==> src/rtl/merge_tfifo_if.sv <==
//------------------------------------------------------------------------------
// merge_tfifo_if : valid/ready token handshake bundle around merge_tfifo
// Revision: 1.0
//------------------------------------------------------------------------------
`default_nettype none

interface merge_tfifo_if #(
  parameter int BITWIDTH = 32
);
  logic [BITWIDTH-1:0] ins;
  logic                ins_valid;
  logic                ins_ready;
  logic [BITWIDTH-1:0] outs;
  logic                outs_valid;
  logic                outs_ready;

  // master: the environment that feeds tokens in and consumes them
  modport master (
    output ins, ins_valid, outs_ready,
    input  ins_ready, outs, outs_valid
  );

  // slave: the FIFO itself
  modport slave (
    input  ins, ins_valid, outs_ready,
    output ins_ready, outs, outs_valid
  );
endinterface

`default_nettype wire

==> src/rtl/merge_tfifo.sv <==
//------------------------------------------------------------------------------
// merge_tfifo : transparent elastic FIFO with zero-latency bypass when empty
// Revision: 1.0
//------------------------------------------------------------------------------
`default_nettype none

module merge_tfifo #(
  parameter int NUM_SLOTS = 4,
  parameter int BITWIDTH  = 32
) (
  input  logic          clk,
  input  logic          rst,
  merge_tfifo_if.slave  bus
);
  localparam int PTR_W = (NUM_SLOTS > 1) ? $clog2(NUM_SLOTS) : 1;
  localparam int CNT_W = $clog2(NUM_SLOTS + 1);
  localparam logic [PTR_W-1:0] LAST_PTR = PTR_W'(NUM_SLOTS - 1);
  localparam logic [CNT_W-1:0] FULL_CNT = CNT_W'(NUM_SLOTS);

  logic [BITWIDTH-1:0] mem [NUM_SLOTS];
  logic [PTR_W-1:0]    head;
  logic [PTR_W-1:0]    tail;
  logic [CNT_W-1:0]    count;

  logic empty;
  logic full;
  logic enq;
  logic deq;

  assign empty = (count == '0);
  assign full  = (count == FULL_CNT);

  assign bus.outs_valid = bus.ins_valid | ~empty;
  assign bus.outs       = empty ? bus.ins : mem[head];
  assign bus.ins_ready  = ~full | bus.outs_ready;

  // A token that bypasses (empty and consumer ready) never touches storage.
  assign enq = bus.ins_valid & bus.ins_ready & ~(empty & bus.outs_ready);
  assign deq = ~empty & bus.outs_ready;

  always_ff @(posedge clk) begin
    if (enq && !rst) begin
      mem[tail] <= bus.ins;
    end
  end

  always_ff @(posedge clk) begin
    if (rst) begin
      head  <= '0;
      tail  <= '0;
      count <= '0;
    end else begin
      if (enq) begin
        tail <= (tail == LAST_PTR) ? '0 : tail + PTR_W'(1);
      end
      if (deq) begin
        head <= (head == LAST_PTR) ? '0 : head + PTR_W'(1);
      end
      case ({enq, deq})
        2'b10:   count <= count + CNT_W'(1);
        2'b01:   count <= count - CNT_W'(1);
        default: count <= count;
      endcase
    end
  end
endmodule

`default_nettype wire
==> src/flat_wrapper.sv <==
// flat-port wrapper written by rule: the top's interface ports become plain ports
module merge_tfifo_flat 
#(
  parameter int NUM_SLOTS = 4,
  parameter int BITWIDTH  = 32
)
  (clk, rst, bus_ins, bus_ins_valid, bus_outs_ready, bus_ins_ready, bus_outs, bus_outs_valid);
  merge_tfifo_if #(.BITWIDTH(BITWIDTH)) bus_i ();
  input  logic clk;
  input  logic rst;
  input wire logic [$bits(bus_i.ins)-1:0] bus_ins;
  input wire logic [$bits(bus_i.ins_valid)-1:0] bus_ins_valid;
  input wire logic [$bits(bus_i.outs_ready)-1:0] bus_outs_ready;
  output wire logic [$bits(bus_i.ins_ready)-1:0] bus_ins_ready;
  output wire logic [$bits(bus_i.outs)-1:0] bus_outs;
  output wire logic [$bits(bus_i.outs_valid)-1:0] bus_outs_valid;
  assign bus_i.ins = bus_ins;
  assign bus_i.ins_valid = bus_ins_valid;
  assign bus_i.outs_ready = bus_outs_ready;
  assign bus_ins_ready = bus_i.ins_ready;
  assign bus_outs = bus_i.outs;
  assign bus_outs_valid = bus_i.outs_valid;
  merge_tfifo #(.NUM_SLOTS(NUM_SLOTS), .BITWIDTH(BITWIDTH)) u_core (.clk(clk), .rst(rst), .bus(bus_i));
endmodule
==> config.mk <==
export PLATFORM = sky130hd
export DESIGN_NAME = merge_tfifo_flat
export DESIGN_NICKNAME = d
export VERILOG_FILES = /design/src/rtl/merge_tfifo_if.sv /design/src/rtl/merge_tfifo.sv /design/src/flat_wrapper.sv
export SDC_FILE = /design/constraint.sdc
export NUM_CORES = 1
export LEC_CHECK = 0
export CORE_MARGIN = 2
export CORE_UTILIZATION = 57
export CTS_BUF_LIST = sky130_fd_sc_hd__clkbuf_2 sky130_fd_sc_hd__clkbuf_4 sky130_fd_sc_hd__clkbuf_8
export DETAILED_ROUTE_END_ITERATION = 7
export HOLD_SLACK_MARGIN = 0.06
export PLACE_DENSITY = 0.88
export SKIP_LAST_GASP = 1
export SYNTH_ARGS = -nofsm -noshare
export SYNTH_HDL_FRONTEND = slang
export SYNTH_SLANG_ARGS = --single-unit
export TNS_END_PERCENT = 1
==> constraint.sdc <==
create_clock -name clk -period 5.1 [get_ports clk]
set_input_delay 1.275 -clock clk [delete_from_list [all_inputs] [get_ports clk]]
set_output_delay 1.275 -clock clk [all_outputs]
set_load 0.01 [all_outputs]
==> metrics <==
Root Driver=clkbuf_8; post-synthesis cell type count=26; CTS Hold Bufs=0; Max Clock Freq=242 MHz; FF+latch count, synth=137; drt via density=5.60; Syn Nets=299; Multi-input gate area=1410 um^2; sequential fraction of the synthesis area=73.1%; syn_area_per_cell=21.5 um^2; type of the worst setup path=flop to primary output; worst hold stages=2; port bufs=69; count leader, synth=edfxtp_1; hold path start=u_core.head[0]$_SDFFE_PP0N_; Final Max Slew Viols=0; Worst EP required=3.83 ns; DR WL/cell=19.7 um; Post-DRT Antenna Nets=0; PD cells=494 nW/um^2; CTS Buffer Depth=2; nets@finish=389; GRT overflow=0; DR DRC count=0; synth warn=0; DIE AREA=around 10000 um^2; clock sink count=137; worst slew pin tran=0.725 ns; reg2reg end=u_core.count[2]$_SDFFE_PP0P_; vias in the first global route=just under 3000; dominant cell type by area after synthesis=edfxtp_1; row count=35; Synth Cell Area=5510 um^2; Critical Path AT=2.86 ns; Tcrit/Tclk final=81.0%; RSZ-0062 raised after global routing=false; clk_skew=between 0.009 and 0.01 ns; crit path time final=between 4 and 5 ns; maxcap violations=0; Synth top cells by count=128 x edfxtp_1, 33 x mux2_2, 32 x mux4_2; Starting Density=between 50% and 60%; CTS tree=built; status=finished, final reports clean; Synth Flop Type=edfxtp_1; Worst-path clk slew=roughly 0.08 ns; drt initial violations=135; Leak=2.20 nW; Hold Vio Cnt, Final=0; n_diodes=0; total routing usage reported by global routing=20.0%; # Post-CTS Setup Buffers=0; Area contributors post-synth=edfxtp_1 70%, mux4_2 13%, mux2_2 6.8%, dfxtp_1 3.3%, ha_1 1.4%; Layout area overhead=23.2%; Max IR drop VDD=0.326 mV; GPL Wtd Cong=0.690; R2R Path Start=u_core.count[2]$_SDFFE_PP0P_; final instance area=between 6000 and 7000 um^2; initial antenna violation count=0; total number of vias=2735; post-route setup TNS=0 ns; Setup Viol. Count Final=0; Critical Path Start Type=flop; R2R Setup Slk=about 2.7 ns; Tightest Hold Check Type=flop to flop; die height=102 um; pin count of the biggest net entering global routing=26; post-cts repair resize count=0; Yosys top cell area share=69.8%; reg2reg path depth=9; final wirelength=9.60 mm; IO Count=70; nature of the critical path endpoint=primary output; clk_lat worst skew=0.43 ns; Pre-antenna DRT Iters=4; CORE AREA=about 9300 um^2; total CTS buffers=17; area occupied by registers=4030 um^2; Post-Synthesis Cells=between 200 and 300; Async SR Flop Fraction=0%; Crit Path Max Fanout=20; CTS H-tree lvls=4; Chip Width=102 um; Rel. slew slack=between 50% and 60%; share of cells above drive strength 1=32.0%; EDFF count, synth=128; first-pass GRT wire length=15.0 mm; DP HPWL=6.00 mm; Post-DP Area=~6400 um^2; Fillers=584
cells by family (layout without fill, tap and decap cells):
family                     after synthesis  in the layout  share of synthesized area, %
buffers and inverters                   18            121                          1.86
and+or+nand+nor                         18             18                          1.98
xor gates and xnor gates                 3              3                         0.477
DFF                                    137            137                          73.1
muxes                                   67             67                          20.2
AOI/OAI and AO/OA                        6              6                         0.659
adders and majority gates                7              7                          1.73
placed cells by master (no fill, tap or decap), types with 2 or more instances in the layout:
| cell type | n |
|---|---|
| edfxtp_1 | 128 |
| clkdlybuf4s50_1 | 69 |
| mux2_2 | 33 |
| mux4_2 | 32 |
| clkbuf_8 | 17 |
| buf_4 | 13 |
| dfxtp_1 | 8 |
| inv_1 | 7 |
| ha_1 | 6 |
| nor2_1 | 5 |
| inv_6 | 5 |
| nor3b_2 | 4 |
| clkinv_4 | 4 |
| nand2b_1 | 3 |
| a21oi_1 | 3 |
| or3_1 | 2 |
| xor2_1 | 2 |
| mux2i_1 | 2 |
| clkinv_1 | 2 |
| clkinvlp_4 | 2 |
area by class of cell:
cell class,instances,share of cell area (%)
clock inverter,15,2.10
multi-input combinational,101,20.7
sequential,137,59.3
tap,129,2.38
timing repair buffer,82,11.6
clock buffer,17,3.45
inverter,7,0.387
flip-flops by register name, indices dropped and copies added, names as in the netlist, named ones only:
register,cells
u_core.count,3
u_core.head,2
u_core.mem,128
u_core.tail,2
how the worst max path moves through the flow:
stage / end / depth (start not counted) / from
2_1_floorplan: u_core.mem[2][0]$_DFFE_PP_ / 4 / bus_outs_ready
3_3_place_gp: bus_ins_ready / 3 / bus_outs_ready
3_5_place_dp: bus_ins_ready / 3 / bus_outs_ready
4_1_cts: bus_outs[15] / 4 / flop
5_1_grt: bus_outs[31] / 4 / flop
6_report: bus_outs[15] / 4 / flop
where the power goes:
| group | switching (W) | leakage (nW) | internal (W) |
|---|---|---|---|
| clock network | 0.000431 | 0.185 | 0.000395 |
| logic | 0.000464 | 0.780 | 0.000672 |
| registers | 0.0000727 | 1.23 | 0.00132 |
metrics by stage:
| step | cells | power, W | setup slack, ns | hold WS (ns) | utilization, % |
|---|---|---|---|---|---|
| floorplan | 256 | 0.00209 | 0.541 | 0.463 | - |
| global placement | 456 | 0.00253 | 0.996 | 0.463 | 69.0 |
| detailed placement | 456 | 0.00256 | 0.987 | 0.502 | 69.0 |
| CTS | 488 | 0.00339 | 0.863 | 0.515 | 73.1 |
| global route | 488 | 0.00351 | 0.780 | 0.545 | 73.1 |
| finish | 488 | 0.00335 | 0.967 | 0.507 | 73.1 |
critical path: stages, from the launching register on:
cell,delay [ns]
dfxtp_2,0.80
buf_4,0.34
mux4_2,0.54
mux2_2,0.27
clkdlybuf4s50_1,0.47
per-layer routing:
metal	wire length, um	vias to the layer above	GRT usage [%]	part of all wire [%]
li1	-	1233	-	-
met4	144	0	9.33	1.5
met5	0	-	0	0
met3	407	13	4.51	4.2
met2	5050	79	34.4	53
met1	4010	1410	24.4	42
(Power assumes the default switching activity.)
